`src/rtl/vga_pixel_sink_pkg.sv`:
```
// Shared definitions for the VGA pixel sink: screen geometry, framebuffer
// address width, controller states, buffered entry layout and small helpers.
package vga_pixel_sink_pkg;

  localparam int X_SCREEN_PIXELS = 160;
  localparam int Y_SCREEN_PIXELS = 120;
  localparam int FIFO_DEPTH      = 4;
  localparam int ADDR_W          = 15;
  localparam int FB_PIXELS       = X_SCREEN_PIXELS * Y_SCREEN_PIXELS;
  localparam int COLOUR_W        = 3;

  typedef enum logic [1:0] {
    ST_IDLE  = 2'd0,
    ST_FLUSH = 2'd1,
    ST_CLEAR = 2'd2,
    ST_DONE  = 2'd3
  } state_t;

  typedef struct packed {
    logic [ADDR_W-1:0]   addr;
    logic [COLOUR_W-1:0] colour;
  } fifo_entry_t;

  // Saturating 8-bit increment used by the optional statistics counters.
  function automatic logic [7:0] sat_inc8(input logic [7:0] value);
    logic [7:0] result;
    if (value == 8'hFF) begin
      result = value;
    end else begin
      result = value + 8'd1;
    end
    return result;
  endfunction

endpackage

```
`src/rtl/vga_pixel_sink_pixel_fifo.sv`:
```
// Synchronous first-word-fall-through FIFO holding clipped, addressed pixels.
// The head entry is visible combinationally from the storage array, so a word
// pushed on one edge is presented at the head from the following cycle.
// A push into a full FIFO is accepted when a pop happens on the same edge.
module pixel_fifo
  import vga_pixel_sink_pkg::*;
#(
  parameter int DEPTH = 4
) (
  input  logic        clk,
  input  logic        rst_n,
  input  logic        push,
  input  logic        pop,
  input  fifo_entry_t wdata,
  output fifo_entry_t head,
  output logic        full,
  output logic        empty
);

  localparam int PW = $clog2(DEPTH);

  fifo_entry_t   mem_r [DEPTH];
  logic [PW:0]   wr_ptr_r;
  logic [PW:0]   rd_ptr_r;
  logic          do_push_s;
  logic          do_pop_s;

  // Status flags and qualified push/pop derived from the registered pointers.
  always_comb begin
    empty     = (wr_ptr_r == rd_ptr_r);
    full      = (wr_ptr_r[PW] != rd_ptr_r[PW]) &&
                (wr_ptr_r[PW-1:0] == rd_ptr_r[PW-1:0]);
    do_pop_s  = pop & ~empty;
    do_push_s = push & (~full | do_pop_s);
    head      = mem_r[rd_ptr_r[PW-1:0]];
  end

  // Pointer update; reset empties the FIFO.
  always_ff @(posedge clk or negedge rst_n) begin
    if (!rst_n) begin
      wr_ptr_r <= '0;
      rd_ptr_r <= '0;
    end else begin
      if (do_push_s) begin
        wr_ptr_r <= wr_ptr_r + {{PW{1'b0}}, 1'b1};
      end
      if (do_pop_s) begin
        rd_ptr_r <= rd_ptr_r + {{PW{1'b0}}, 1'b1};
      end
    end
  end

  // Storage write; contents are don't-care until a pointer covers them.
  always_ff @(posedge clk) begin
    if (do_push_s) begin
      mem_r[wr_ptr_r[PW-1:0]] <= wdata;
    end
  end

endmodule

```
`src/rtl/vga_pixel_sink.sv`:
```
// VGA pixel sink: accepts plotter pixel writes, clips them to the screen,
// converts to a linear framebuffer address, buffers them in a small FIFO and
// drains them to a ready/valid memory write port. A clear engine sweeps the
// whole framebuffer with one colour after flushing pending pixels.
// Optional build macro VGA_PIXEL_SINK_CLIP_STATS_EN adds saturating clip/drop
// counters (oClipCount, oDropCount).
module vga_pixel_sink
  import vga_pixel_sink_pkg::*;
#(
  parameter int X_SCREEN_PIXELS = vga_pixel_sink_pkg::X_SCREEN_PIXELS,
  parameter int Y_SCREEN_PIXELS = vga_pixel_sink_pkg::Y_SCREEN_PIXELS,
  parameter int FIFO_DEPTH      = vga_pixel_sink_pkg::FIFO_DEPTH
) (
  input  logic              iClock,
  input  logic              iResetn,
  input  logic [7:0]        iX,
  input  logic [6:0]        iY,
  input  logic [2:0]        iColour,
  input  logic              iPlot,
  input  logic              iClear,
  input  logic [2:0]        iClearColour,
  input  logic              iMemReady,
  output logic              oMemWe,
  output logic [ADDR_W-1:0] oMemAddr,
  output logic [2:0]        oMemData,
  output logic              oBusy,
  output logic              oDrop,
  output logic              oClip,
  output logic              oDone,
`ifdef VGA_PIXEL_SINK_CLIP_STATS_EN
  output logic [7:0]        oClipCount,
  output logic [7:0]        oDropCount,
`endif
  output logic [15:0]       oPixelCount
);

  localparam int SCREEN_PIXELS = X_SCREEN_PIXELS * Y_SCREEN_PIXELS;
  localparam logic [ADDR_W-1:0] LAST_ADDR = ADDR_W'(SCREEN_PIXELS - 1);

  state_t            state_r;
  logic [ADDR_W-1:0] sweep_addr_r;
  logic [2:0]        clear_colour_r;
  logic [15:0]       pixel_count_r;
  logic              clip_r;
  logic              drop_r;
  logic              done_r;

  fifo_entry_t       fifo_wdata_s;
  fifo_entry_t       fifo_head_s;
  logic              fifo_full_s;
  logic              fifo_empty_s;
  logic              fifo_pop_s;
  logic              push_s;
  logic              in_range_s;
  logic              clip_s;
  logic              drop_s;
  logic              mem_we_s;
  logic [ADDR_W-1:0] mem_addr_s;
  logic [2:0]        mem_data_s;
  logic              sweep_xfer_s;

  pixel_fifo #(
    .DEPTH (FIFO_DEPTH)
  ) u_fifo (
    .clk   (iClock),
    .rst_n (iResetn),
    .push  (push_s),
    .pop   (fifo_pop_s),
    .wdata (fifo_wdata_s),
    .head  (fifo_head_s),
    .full  (fifo_full_s),
    .empty (fifo_empty_s)
  );

  // Memory port source select: clear sweep in CLEAR, FIFO head otherwise.
  always_comb begin
    mem_we_s     = 1'b0;
    mem_addr_s   = '0;
    mem_data_s   = 3'd0;
    fifo_pop_s   = 1'b0;
    sweep_xfer_s = 1'b0;
    case (state_r)
      ST_CLEAR: begin
        mem_we_s     = 1'b1;
        mem_addr_s   = sweep_addr_r;
        mem_data_s   = clear_colour_r;
        sweep_xfer_s = iMemReady;
      end
      ST_IDLE, ST_FLUSH, ST_DONE: begin
        if (!fifo_empty_s) begin
          mem_we_s   = 1'b1;
          mem_addr_s = fifo_head_s.addr;
          mem_data_s = fifo_head_s.colour;
          fifo_pop_s = iMemReady;
        end else begin
          mem_we_s   = 1'b0;
          fifo_pop_s = 1'b0;
        end
      end
      default: begin
        mem_we_s = 1'b0;
      end
    endcase
  end

  // Plot accept rule: clip off-screen pixels, drop when busy or full.
  always_comb begin
    in_range_s = ({24'd0, iX} < 32'(X_SCREEN_PIXELS)) &&
                 ({25'd0, iY} < 32'(Y_SCREEN_PIXELS));
    fifo_wdata_s.addr   = ADDR_W'(iY) * ADDR_W'(X_SCREEN_PIXELS) + ADDR_W'(iX);
    fifo_wdata_s.colour = iColour;
    clip_s = iPlot & ~in_range_s;
    if (iPlot && in_range_s && (state_r == ST_IDLE) &&
        (!fifo_full_s || fifo_pop_s)) begin
      push_s = 1'b1;
      drop_s = 1'b0;
    end else begin
      push_s = 1'b0;
      drop_s = iPlot & in_range_s;
    end
  end

  // Control FSM: IDLE -> FLUSH (drain FIFO) -> CLEAR (sweep) -> DONE -> IDLE.
  always_ff @(posedge iClock or negedge iResetn) begin
    if (!iResetn) begin
      state_r        <= ST_IDLE;
      sweep_addr_r   <= '0;
      clear_colour_r <= 3'd0;
      done_r         <= 1'b0;
    end else begin
      done_r <= 1'b0;
      case (state_r)
        ST_IDLE: begin
          if (iClear) begin
            clear_colour_r <= iClearColour;
            state_r        <= ST_FLUSH;
          end
        end
        ST_FLUSH: begin
          if (fifo_empty_s) begin
            sweep_addr_r <= '0;
            state_r      <= ST_CLEAR;
          end
        end
        ST_CLEAR: begin
          if (sweep_xfer_s) begin
            if (sweep_addr_r == LAST_ADDR) begin
              done_r  <= 1'b1;
              state_r <= ST_DONE;
            end else begin
              sweep_addr_r <= sweep_addr_r + {{(ADDR_W-1){1'b0}}, 1'b1};
            end
          end
        end
        ST_DONE: begin
          state_r <= ST_IDLE;
        end
        default: begin
          state_r <= ST_IDLE;
        end
      endcase
    end
  end

  // Status pulses and the plot-path write counter.
  always_ff @(posedge iClock or negedge iResetn) begin
    if (!iResetn) begin
      clip_r        <= 1'b0;
      drop_r        <= 1'b0;
      pixel_count_r <= 16'd0;
    end else begin
      clip_r <= clip_s;
      drop_r <= drop_s;
      if (fifo_pop_s && !fifo_empty_s) begin
        pixel_count_r <= pixel_count_r + 16'd1;
      end
    end
  end

`ifdef VGA_PIXEL_SINK_CLIP_STATS_EN
  logic [7:0] clip_count_r;
  logic [7:0] drop_count_r;

  // Saturating counters of clip and drop events, cleared only by reset.
  always_ff @(posedge iClock or negedge iResetn) begin
    if (!iResetn) begin
      clip_count_r <= 8'd0;
      drop_count_r <= 8'd0;
    end else begin
      if (clip_s) begin
        clip_count_r <= sat_inc8(clip_count_r);
      end
      if (drop_s) begin
        drop_count_r <= sat_inc8(drop_count_r);
      end
    end
  end

  assign oClipCount = clip_count_r;
  assign oDropCount = drop_count_r;
`endif

  assign oMemWe      = mem_we_s;
  assign oMemAddr    = mem_addr_s;
  assign oMemData    = mem_data_s;
  assign oBusy       = fifo_full_s | (state_r != ST_IDLE);
  assign oDrop       = drop_r;
  assign oClip       = clip_r;
  assign oDone       = done_r;
  assign oPixelCount = pixel_count_r;

endmodule

```
`config.mk`:
```
export PLATFORM = sky130hd
export DESIGN_NAME = vga_pixel_sink
export DESIGN_NICKNAME = d
export VERILOG_FILES = /design/src/rtl/vga_pixel_sink_pkg.sv /design/src/rtl/vga_pixel_sink_pixel_fifo.sv /design/src/rtl/vga_pixel_sink.sv
export SDC_FILE = /design/constraint.sdc
export NUM_CORES = 1
export LEC_CHECK = 0
export ABC_AREA = 1
export CAP_MARGIN = 0
export CORE_UTILIZATION = 40
export CTS_CLUSTER_DIAMETER = 60
export CTS_CLUSTER_SIZE = 28
export DETAILED_ROUTE_END_ITERATION = 6
export PLACE_DENSITY_LB_ADDON = 0.12
export SETUP_SLACK_MARGIN = 0.05
export SKIP_LAST_GASP = 1
export SLEW_MARGIN = 10
export SYNTH_ARGS = -nofsm -noshare
export SYNTH_HDL_FRONTEND = slang
export SYNTH_SLANG_ARGS = --single-unit
```
`constraint.sdc`:
```
create_clock -name iClock -period 3.6 [get_ports iClock]
set_input_delay 0.72 -clock iClock [delete_from_list [all_inputs] [get_ports iClock]]
set_output_delay 0.72 -clock iClock [all_outputs]
set_load 0.01 [all_outputs]
```
## Yosys cells after proc, flatten, opt, wreduce, memory -nomap -nowiden

Memories as Yosys holds them, arrays and structs flattened.
Cells that the tools add are included.

| storage, ports and cells | value |
|---|---|
| logic and storage cells | 80 |
| output and inout port bits | 39 |
| input port bits | 26 |
| memories kept | 1 |
| register bits after elaboration | 45 |
| RAM bits | 72 |

| cells by class | value |
|---|---|
| multiply operators | 1 |
| bitwise logic cells | 9 |
| add/subtract/negate cells | 5 |
| order comparisons | 2 |
| reduce and logical (&&, ||, !) cells | 16 |
| equality and inequality tests | 12 |
| muxes and demuxes | 25 |

Memories:

| memory | words | bits a word | rd ports | clocked after Yosys merged registers in | write ports | line | source |
|---|---|---|---|---|---|---|---|
| u_fifo.mem_r | 4 | 18 | 1 | 0 | 1 | vga_pixel_sink_pixel_fifo.sv:22 | `fifo_entry_t mem_r [DEPTH];` |

Operator list:

| kind | count |
|---|---|
| $mux W15 | 4 |
| $pmux W15 S2 | 2 |
| $add A16 B1 Y16 const B | 1 |
| $add A15 B1 Y15 const B | 1 |
| $add A15 B8 Y15 | 1 |
| $eq A15 B15 Y1 const B | 1 |
| $mux W1 | 11 |
| $mul A7 B3 Y10 const B | 1 |
| $ne A2 B2 Y1 const B | 5 |
| $lt A8 B8 Y1 const B | 1 |
| $mux W2 | 4 |
| $pmux W2 S4 | 1 |
| $reduce_and A4 Y1 | 2 |
| $lt A7 B7 Y1 const B | 1 |
| $add A3 B1 Y3 const B | 2 |
| $logic_and A1 B1 Y1 | 6 |
| $pmux W3 S2 | 1 |
| $and A1 B1 Y1 | 4 |
| $eq A2 B2 Y1 const B | 2 |
| $reduce_bool A2 Y1 | 2 |
| $eq A3 B3 Y1 | 1 |
| $mux W3 | 1 |
| $not A1 Y1 | 3 |
| $reduce_or A3 Y1 | 1 |
| 9 further kinds | 11 |

## Longest topological paths before layout

Gate-level depths: netlist of run 1.

| depth | value |
|---|---|
| word-level depth | 9 |
| mapped depth | 11 |
| depth with buffers taken out | 11 |

## Cells and area by module

From an unflattened synthesis of run 1, not the netlist that was laid out.

| second synthesis, totals | value |
|---|---|
| cells, all modules | 630 |
| area total of the unflattened synthesis | 6037.0 sq um |

Modules (own cells, without submodules):

| module | instances | cells an instance | area an instance (sq um) | seq. area each (sq um) |
|---|---|---|---|---|
| pixel_fifo | 1 | 234 | 3121.7 | 2312.2 |
| vga_pixel_sink | 1 | 396 | 2915.3 | 975.9 |

## Worst setup path after synthesis of run 1

No wires, ideal clock.

| path | value |
|---|---|
| kind | input-to-reg |
| from | in iY[1] |
| to | mem u_fifo.mem_r[0][15] (netlist name) (data pin) |
| data required time | 3.420 ns |
| path slack | 1.006 ns |
| arrival time | 2.414 ns |
| path buffers | 0 |
| setup time | 0.180 ns |
| cell stages on the path | 10 |
| cell sequence | ha_1 -> ha_1 -> fa_1 -> nand2_1 -> inv_1 -> nand4_1 -> nand2_1 -> inv_1 -> nor2_1 -> xor2_1 |

RTL lines:

| element | line | source |
|---|---|---|
| start, declared | vga_pixel_sink.sv:17 | `input logic [6:0] iY,` |
| end, declared | vga_pixel_sink_pixel_fifo.sv:22 |  |

## Worst setup path after layout of run 1

| path | value |
|---|---|
| from | reg u_fifo.rd_ptr_r[1] |
| to | out oMemAddr[13] |

| on the way | value |
|---|---|
| longest elaborated chain between the ends | 3 |
| elaborated cells between the ends (all ways) | 4 |
| classes of those cells | eq/ne: 1; mux: 2; memory: 1 |

Ends and longest elaborated chain:

| element | line | source |
|---|---|---|
| start, declared | vga_pixel_sink_pixel_fifo.sv:24 | `logic [PW:0] rd_ptr_r;` |
| start signal, assigned | vga_pixel_sink_pixel_fifo.sv:48 | `rd_ptr_r <= rd_ptr_r + {{PW{1'b0}}, 1'b1};` |
| $mem_v2 Z4 W18 or $eq A3 B3 Y1 (tied branches) | n/a |  |
| $mux W15 (*) | vga_pixel_sink.sv:90 | `if (!fifo_empty_s) begin` |
| $pmux W15 S2 (*) | vga_pixel_sink.sv:82 | `case (state_r)` |
| end, declared | vga_pixel_sink.sv:24 | `output logic [ADDR_W-1:0] oMemAddr,` |

Mark *: on every way between the ends. The rest lies on a longest branch, timed or not.

==> results of run 1 <==
metal layers:
metal | track usage, % | up-vias
met3 | 3.99 | 16
li1 | - | 2409
met2 | 31.6 | 105
met4 | 8.86 | 0
met5 | 0 | -
met1 | 24.5 | 2287
registers in the layout, summed over array words and instances (netlist names):
signal	flops
clear_colour_r	3
oClip	1
oDone	1
oDrop	1
oPixelCount	16
state_r	2
sweep_addr_r	15
u_fifo.mem_r	72
u_fifo.rd_ptr_r	3
u_fifo.wr_ptr_r	3
kinds of logic (layout without fill, tap and decap cells):
kind of cell               after synthesis  in the layout  synth area share, %
and+or+nand+nor                        331            331                 22.9
DFF                                    117            117                 53.5
AOI/OAI and AO/OA                       97             97                 9.25
buffers and inverters                   72            161                 4.81
adders and majority gates               26             26                 5.54
xor gates and xnor gates                24             24                 3.42
muxes                                    3              3                0.550
power by group:
group | switching, uW | internal [uW] | leakage [uW]
Sequential | 156 | 1650 | 0.00125
Clock | 649 | 1100 | 0.000299
Combinational | 1450 | 1000 | 0.00161
Total | 2250 | 3760 | 0.00315
metrics by stage:
| stage | hold slack, ns | cell area [um^2] | worst slack (ns) | instances | power [uW] |
|---|---|---|---|---|---|
| 2_1_floorplan | 0.424 | 6140 | 1.01 | 670 | 3280 |
| 3_3_place_gp | 0.485 | 7000 | 0.383 | 911 | 4250 |
| 3_5_place_dp | 0.500 | 7000 | 0.317 | 911 | 4300 |
| 4_1_cts | 0.431 | 7620 | 0.191 | 943 | 6080 |
| 5_1_grt | 0.489 | 7620 | 0.0733 | 943 | 6370 |
| 6_report | 0.417 | 7620 | 0.214 | 943 | 6010 |
synth_stat cells (2+ instances only):
cell	number
nand2_1	172
nor2_1	87
edfxtp_1	72
o21ai_0	53
inv_1	48
dfrtp_1	45
nand3_1	36
ha_1	24
o22ai_1	19
xor2_1	18
clkbuf_1	12
nand4_1	12
a22o_1	8
a21oi_1	6
nor3_1	6
xnor2_1	6
inv_2	5
o21ai_1	5
buf_4	4
nand2_2	4
nand3b_1	4
mux2_2	3
nand2_4	3
or2_2	3
buf_2	2
fa_1	2
cell type report:
cell class                      instances  area share [%]
Clock inverter                         15            2.51
Sequential cell                       117            43.2
Clock buffer                           17            5.58
Timing Repair Buffer                   76            9.53
Multi-Input combinational cell        481            33.6
Inverter                               53            2.61
Tap cell                              184            3.02
final timing paths:
check	cells after the start	slack, ns	to
max	9	0.21	oMemAddr[13]
max reg2reg	8	1.38	u_fifo.mem_r[3][14]$_DFFE_PP_
min in group iClock	2	0.51	state_r[0]$_DFFE_PN0P_
min reg2reg	2	0.51	state_r[0]$_DFFE_PN0P_
max in group asynchronous	2	2.50	sweep_addr_r[8]$_DFFE_PN0P_
min	1	0.42	clear_colour_r[0]$_DFFE_PN0P_
worst max-delay path: cells and delay by family, from the launching register on:
family | cells | cell delay [ns]
AOI/OAI and AO/OA | 1 | 0.15
buffers and inverters | 3 | 1.03
DFF | 1 | 0.62
and+or+nand+nor | 5 | 0.45
==> results.json, run 1 <==
{
  "firstDrtPassIters": 4,
  "yosysTopAreaCell": "edfxtp_1",
  "clk_latency_ns": 0.42,
  "fill_cells": 1330,
  "wl_met1_um": 6450,
  "drtAntennaViolNets": 0,
  "synth.net_count": 722,
  "leakage_uw": 0.00315,
  "startpoint": "u_fifo.rd_ptr_r[1]$_DFFE_PN0P_",
  "synth_top_area_share_pct": 35.2,
  "worstMarginPinSlew_ns": 0.861,
  "dr.max_layer_used": "met4",
  "hpwl_um": 9890,
  "viasPerCell": 5.11,
  "worstReg2RegStart": "u_fifo.rd_ptr_r[1]$_DFFE_PN0P_",
  "worst_path_max_delay_cell": "dfrtp_1",
  "fp.dieArea_um2": 15900,
  "overflow": 0,
  "syn-cell-area_um2": 6140,
  "grt_pass1_vias": 4723,
  "num_vias": 4817,
  "fin_util_pct": 51.6,
  "cpMostUsedCell": "nand2_1",
  "path_cells": "inv_1 > nand2_1 > nand2_1 > nand3_4 > nand2_2 > inv_2 > nand2_1 > o21ai_0 > clkdlybuf4s50_1",
  "antenna_found_initial": 0,
  "path_clk_slew_ns": 0.06,
  "register_area_um2": 3290,
  "gp_congestion": 0.849,
  "setup_viol": 0,
  "vdd_drop_max_v": 0.000401,
  "rows": 44,
  "fp.coreArea_um2": 14800,
  "hp-class": "in2async",
  "synthArstFlopShare_pct": 38.5,
  "cts_buffer_depth": 2,
  "ios": 65,
  "synth.top_cells.by_area": "edfxtp_1, dfrtp_1, nand2_1, nor2_1, ha_1",
  "fmax_mhz": 295,
  "start_util_pct": 41.6,
  "clock-sinks": 117,
  "cts_max_level": 4,
  "mostFrequentLayoutCell": "nand2_1",
  "cp-start-kind": "flop",
  "synth_ff_type": "edfxtp_1",
  "min_period_ns": 3.39,
  "area_growth_pct": 24.0,
  "detail_route.iter0.violations": 240,
  "netlist_instances": 670,
  "outcome": "finished clean",
  "grt_max_degree": 37,
  "die_w_um": 126,
  "multi_input_area_um2": 2560,
  "cts_resized": 0,
  "wl_met2_um": 6880,
  "routed_wl_um": 14300,
  "ys.warnings.count": 0,
  "cts_hold_buf": 0,
  "ys_ff_latch": 117,
  "rsz0062_at_grt": "no",
  "die_h_um": 126,
  "drive_gt1_share_pct": 8.96,
  "synth-edff-count": 72,
  "post_cts_buffers": 0,
  "n_antenna_cell": 0,
  "postSynthAreaPerCell_um2": 9.17,
  "remaining_drc_errors": 0,
  "relSlewSlack_pct": 42.6,
  "grt_first_pass_wirelength_um": 23700,
  "grt.total_usage_pct": 19.3,
  "yosysSeqAreaShare_pct": 53.5,
  "path_class": "reg2out",
  "wl_per_cell_um": 15.2,
  "fin_skew_ns": 0.00777,
  "path_max_fanout": 18,
  "end_kind": "primary output",
  "power_per_cell_area_nw_per_um2": 789,
  "arrival_ns": 2.67,
  "synthDistinctLibCells": 37,
  "drv_cap": 0,
  "finalCritPeriodShare_pct": 94.1,
  "drv_slew": 0,
  "hold_violations": 0,
  "fin_nets": 798,
  "cts-buffers-inserted": 17,
  "port-buffer-count": 64,
  "final.setup.tns_ns": 0,
  "wl_met3_um": 729,
  "required_ns": 2.88,
  "cts_tree": "done",
  "layout_common_cells": "nand2_1, nor2_1, edfxtp_1",
  "cts_root_buf": "clkbuf_16",
  "cpPeakStageDelay_ns": 0.62
}
(Power assumes the default switching activity.)
==> run 2: changes to the inputs <==
- CORE_UTILIZATION: 40 -> 35
- SKIP_CTS_REPAIR_TIMING: not set -> 1
==> run 2 against run 1 <==
The flow now finishes with violations (DRC). Highest routed layer unchanged. Sequential cell count unchanged. First-iteration DRC count rose by 1.3%. Critical path depth unchanged. Die area up 14%. Register-to-register slack better by 0.06 ns. Fmax increased by 2.6%. Largest cell class unchanged. Worst setup slack better by 0.085 ns. Critical path type unchanged. Global-route usage fell by 1.8 points. Final area is 0.64% higher. Largest power group unchanged.
==> results.json, run 2 (synthesized netlist as in run 1, its figures left out) <==
{
  "outcome": "finished with violations",
  "violations": "DRC",
  "n_antenna_cell": 0,
  "start_util_pct": 35.6,
  "clk_latency_ns": 0.42,
  "rows": 48,
  "fin_skew_ns": 0.00809,
  "largest_register_ffs": 72,
  "ff2ff_path_depth": 11,
  "drv_cap": 0,
  "ios": 65,
  "overflow": 0,
  "fp.coreArea_um2": 17200,
  "r2r_slack_ns": 1.44,
  "area_growth_pct": 24.8,
  "wl_per_cell_um": 14.8,
  "cts_max_level": 4,
  "grt_first_pass_wirelength_um": 24000,
  "cts-buffers-inserted": 17,
  "hp-class": "in2async",
  "mostFrequentLayoutCell": "nand2_1",
  "clock-sinks": 117,
  "detail_route.iter0.violations": 243,
  "fill_cells": 1657,
  "cts_buffer_depth": 2,
  "power_per_cell_area_nw_per_um2": 782,
  "cts_root_buf": "clkbuf_16",
  "worstMarginPinSlew_ns": 0.634,
  "startpoint": "u_fifo.rd_ptr_r[0]$_DFFE_PN0P_",
  "path_clk_slew_ns": 0.06,
  "remaining_drc_errors": 1,
  "worstReg2RegStart": "state_r[0]$_DFFE_PN0P_",
  "final.setup.tns_ns": 0,
  "crit_path_end": "oMemAddr[6]",
  "hold_slack_ns": 0.261,
  "fmax_mhz": 303,
  "r2r-end": "sweep_addr_r[12]$_DFFE_PN0P_",
  "finalCritPeriodShare_pct": 91.7,
  "rsz0062_at_grt": "no",
  "cts_tree": "done",
  "viasPerCell": 4.88,
  "hold_violations": 0,
  "fin_nets": 797,
  "hpwl_um": 10100,
  "vdd_drop_max_v": 0.000469,
  "path_class": "reg2out",
  "leakage_uw": 0.00316,
  "num_vias": 4801,
  "setup_viol": 0,
  "cp-start-kind": "flop",
  "port-buffer-count": 64,
  "layout_common_cells": "nand2_1, nor2_1, edfxtp_1",
  "path_max_fanout": 39,
  "arrival_ns": 2.58,
  "die_w_um": 134,
  "drv_slew": 0,
  "gp_congestion": 0.836,
  "grt_max_degree": 40,
  "grt_pass1_vias": 4610,
  "required_ns": 2.88,
  "drtAntennaViolNets": 0,
  "die_h_um": 134,
  "end_kind": "primary output",
  "fp.dieArea_um2": 18100,
  "firstDrtPassIters": 6,
  "grt.total_usage_pct": 17.4,
  "routed_wl_um": 14500,
  "relSlewSlack_pct": 57.6,
  "antenna_found_initial": 0,
  "min_period_ns": 3.30,
  "drive_gt1_share_pct": 8.58
}
run 2: cell count changes in the layout (fill, tap and decap cells not counted), sizes merged:
cell / change
bufinv: -1
clkinvlp: -1
inv: -6
clkbuf: +8
buf: -1
run 2: layer usage:
layer / vias to the layer above / track usage (%) / wire, um
li1: 2411 / - / -
met1: 2283 / 22.1 / 6730
met2: 89 / 28.9 / 7060
met3: 18 / 3.60 / 488
met4: 0 / 7.30 / 254
met5: - / 0 / 0
run 2: where the power goes:
| group | leakage, uW | internal, uW | total, uW | switching (uW) |
|---|---|---|---|---|
| registers | 0.00125 | 1650 | 1780 | 129 |
| clock network | 0.000302 | 1130 | 1720 | 584 |
| logic | 0.00161 | 1010 | 2500 | 1490 |
| total | 0.00316 | 3790 | 6000 | 2200 |
run 2: worst min-delay path by stage:
| stage | endpoint | depth (start not counted) | slack (ns) | startpoint |
|---|---|---|---|---|
| detailed placement | u_fifo.rd_ptr_r[2]$_DFFE_PN0P_ | 2 | 0.49 | u_fifo.rd_ptr_r[2]$_DFFE_PN0P_ |
| floorplan | clear_colour_r[0]$_DFFE_PN0P_ | 0 | 0.42 | iResetn |
| global placement | u_fifo.rd_ptr_r[2]$_DFFE_PN0P_ | 2 | 0.48 | u_fifo.rd_ptr_r[2]$_DFFE_PN0P_ |
| CTS | oPixelCount[11]$_DFFE_PN0P_ | 1 | 0.27 | iResetn |
| finish | oPixelCount[11]$_DFFE_PN0P_ | 1 | 0.26 | iResetn |
| global route | oPixelCount[7]$_DFFE_PN0P_ | 1 | 0.30 | iResetn |
run 2: layout make-up:
cell class	instances	area [um^2]	area share, %
Inverter	53	199	2.59
Clock buffer	25	517	6.74
Clock inverter	7	92.6	1.21
Sequential cell	117	3290	42.9
Tap cell	225	282	3.67
Timing Repair Buffer	75	731	9.53
Multi-Input combinational cell	481	2560	33.4
run 2: stage by stage:
stage / instance area (um^2) / cells / power [uW] / setup slack, ns / utilization (%)
4_1_cts: 7670 / 983 / 6080 / 0.249 / 44.5
2_1_floorplan: 6140 / 670 / 3280 / 1.01 / -
3_5_place_dp: 7060 / 951 / 4340 / 0.324 / 40.9
5_1_grt: 7670 / 983 / 6400 / 0.134 / 44.5
6_report: 7670 / 983 / 6000 / 0.298 / 44.5
3_3_place_gp: 7060 / 951 / 4300 / 0.387 / 40.9
run 2: worst max-delay path: stages (launching register included):
cell	delay [ns]
dfrtp_1	0.37
buf_4	0.26
nand2_1	0.12
nand2_2	0.08
nand3_4	0.11
nand2_2	0.09
inv_2	0.30
nand2_1	0.09
o21ai_0	0.14
clkdlybuf4s50_1	0.60
==> run 3: changes to the inputs <==
- ABC_CLOCK_PERIOD_IN_PS: not set -> 3600
- CTS_BUF_LIST: not set -> sky130_fd_sc_hd__clkbuf_2
==> run 3 against run 2 <==
The run still ends with DRC left. Sequential share of layout area up 1.2 points. Sequential cell count unchanged. Clock-buffer cell count down 5. Non-clock buffer count up 10. Largest power group unchanged. Global-route usage down 0.091 points. Utilization down 1.2 points. Combinational power up 6%. Worst setup slack worse by 0.033 ns. Critical path type unchanged. Wire length up 0.90%. Fmax down 0.98%. Final area down 2.6%. Clock skew up 0.033 ns.
==> results.json, run 3 (synthesized netlist as in run 1, its figures left out) <==
{
  "mostFrequentLayoutCell": "nand2_1",
  "grt.total_usage_pct": 17.3,
  "area_growth_pct": 21.5,
  "grt_first_pass_wirelength_um": 23800,
  "remaining_drc_errors": 1,
  "ios": 65,
  "largest_register_ffs": 72,
  "viasPerCell": 4.86,
  "clock-sinks": 117,
  "fill_cells": 1684,
  "p_int_uw": 3150,
  "final_area_um2": 7460,
  "cp-start-kind": "flop",
  "drv_cap": 0,
  "multi_input_area_um2": 2560,
  "cts_tree": "done",
  "rsz0062_at_grt": "yes",
  "final.setup.tns_ns": 0,
  "power_per_cell_area_nw_per_um2": 713,
  "setup_viol": 0,
  "worstReg2RegStart": "state_r[0]$_DFFE_PN0P_",
  "cp_top_family": "buffers and inverters",
  "leakage_uw": 0.00320,
  "overflow": 0,
  "fin_skew_ns": 0.0408,
  "violations": "DRC",
  "cpPeakStageDelay_ns": 0.49,
  "power.share.switching_pct": 40.8,
  "seq_power_share_pct": 33.6,
  "layout_common_cells": "nand2_1, nor2_1, edfxtp_1",
  "path_max_fanout": 20,
  "combPwrFrac_pct": 49.8,
  "cts_buffer_depth": 2,
  "relSlewSlack_pct": 57.3,
  "hold_violations": 0,
  "drtAntennaViolNets": 0,
  "firstDrtPassIters": 6,
  "r2r_slack_ns": 1.45,
  "wl_per_cell_um": 14.8,
  "min_period_ns": 3.33,
  "clk_latency_ns": 0.67,
  "port-buffer-count": 64,
  "hold_slack_ns": 0.509,
  "register_area_um2": 3290,
  "worst-path-buf-inv": 3,
  "die_w_um": 134,
  "worstMarginPinSlew_ns": 0.639,
  "path_clk_slew_ns": 0.21,
  "required_ns": 2.88,
  "cpMostUsedCell": "nand2_1",
  "antenna_found_initial": 1,
  "dp.cells": 951,
  "start_util_pct": 35.6,
  "fp.dieArea_um2": 18100,
  "finalCritPeriodShare_pct": 92.6,
  "grt_max_degree": 40,
  "path_cells": "buf_6 > nand2_1 > nand2_1 > nand3_4 > nand2_2 > inv_8 > a22o_1 > clkdlybuf4s50_1",
  "fin_nets": 807,
  "cts_max_level": 4,
  "arrival_ns": 2.61,
  "hp-class": "in2async",
  "p_switching_uw": 2170,
  "rows": 48,
  "fmax_mhz": 300,
  "place_ws_ns": 0.324,
  "gp_congestion": 0.836,
  "drv_slew": 0,
  "die_h_um": 134,
  "path_class": "reg2out",
  "num_vias": 4826,
  "end_kind": "primary output",
  "cts-buffers-inserted": 17,
  "worst_path_max_delay_cell": "clkdlybuf4s50_1",
  "cts_root_buf": "clkbuf_2",
  "routed_wl_um": 14700,
  "fp.coreArea_um2": 17200,
  "grt_pass1_vias": 4549,
  "stdcell_count": 994,
  "startpoint": "u_fifo.rd_ptr_r[1]$_DFFE_PN0P_",
  "clockPowerShare_pct": 16.6,
  "vdd_drop_max_v": 0.000382,
  "drive_gt1_share_pct": 10.5,
  "hpwl_um": 10100,
  "outcome": "finished with violations",
  "detail_route.iter0.violations": 214,
  "dpl_cell_area_um2": 7060,
  "fin_ws_ns": 0.266
}
-- run 3: changes by cell type in the layout (fill, tap and decap cells not counted), sizes merged --
cell / previous run / this run
inv: 53 / 55
clkinvlp: 0 / 2
buf: 12 / 20
dlygate4sd3: 0 / 1
bufinv: 2 / 3
diode: 0 / 1
dlymetal6s2s: 0 / 10
clkdlybuf4s50: 63 / 53
clkbuf: 25 / 21
-- run 3: worst paths after layout --
kind / endpoint / depth (start not counted)
worst min register to register: u_fifo.rd_ptr_r[2]$_DFFE_PN0P_ / 2
worst max-delay path: oMemAddr[3] / 8
worst max register to register: u_fifo.mem_r[0][16]$_DFFE_PP_ / 7
worst min-delay path: oPixelCount[11]$_DFFE_PN0P_ / 2
min in group iClock: u_fifo.rd_ptr_r[2]$_DFFE_PN0P_ / 2
max in group asynchronous: sweep_addr_r[13]$_DFFE_PN0P_ / 3
-- run 3: layout make-up --
| class | count | area share (%) |
|---|---|---|
| diodes | 1 | 0.0335 |
| clock inverters | 12 | 1.84 |
| repair buffers | 85 | 11.7 |
| multi-input cells | 481 | 34.4 |
| clock buffers | 20 | 1.34 |
| flip-flops and latches | 117 | 44.1 |
| well taps | 225 | 3.77 |
| inverters | 53 | 2.87 |
-- run 3: metal layers --
metal	routed length (um)	vias up	track usage, %
met5	0	-	0
met4	117	0	6.05
met2	7130	98	28.7
met1	6950	2283	22.2
li1	-	2437	-
met3	466	8	4.17
-- run 3: worst register-to-register path, delay by kind of cell (launching register included) --
kind / cells / cell delay, ns
adders and majority gates: 1 / 0.19
buffers and inverters: 3 / 0.61
AOI/OAI and AO/OA: 1 / 0.28
and+or+nand+nor: 2 / 0.36
DFF: 1 / 0.41
-- run 3: metrics by stage --
stage	power, uW	utilization, %
6_report	5320	43.3
4_1_cts	5240	42.3
2_1_floorplan	3280	-
3_3_place_gp	4300	40.9
3_5_place_dp	4340	40.9
5_1_grt	5730	43.3
-- run 3: power by group through the flow --
stage	clock (uW)	combinational (uW)	sequential (uW)
4_1_cts	921	2540	1770
3_3_place_gp	0	2500	1800
3_5_place_dp	0	2530	1800
2_1_floorplan	0	1480	1810
6_report	883	2650	1790
5_1_grt	983	2940	1810
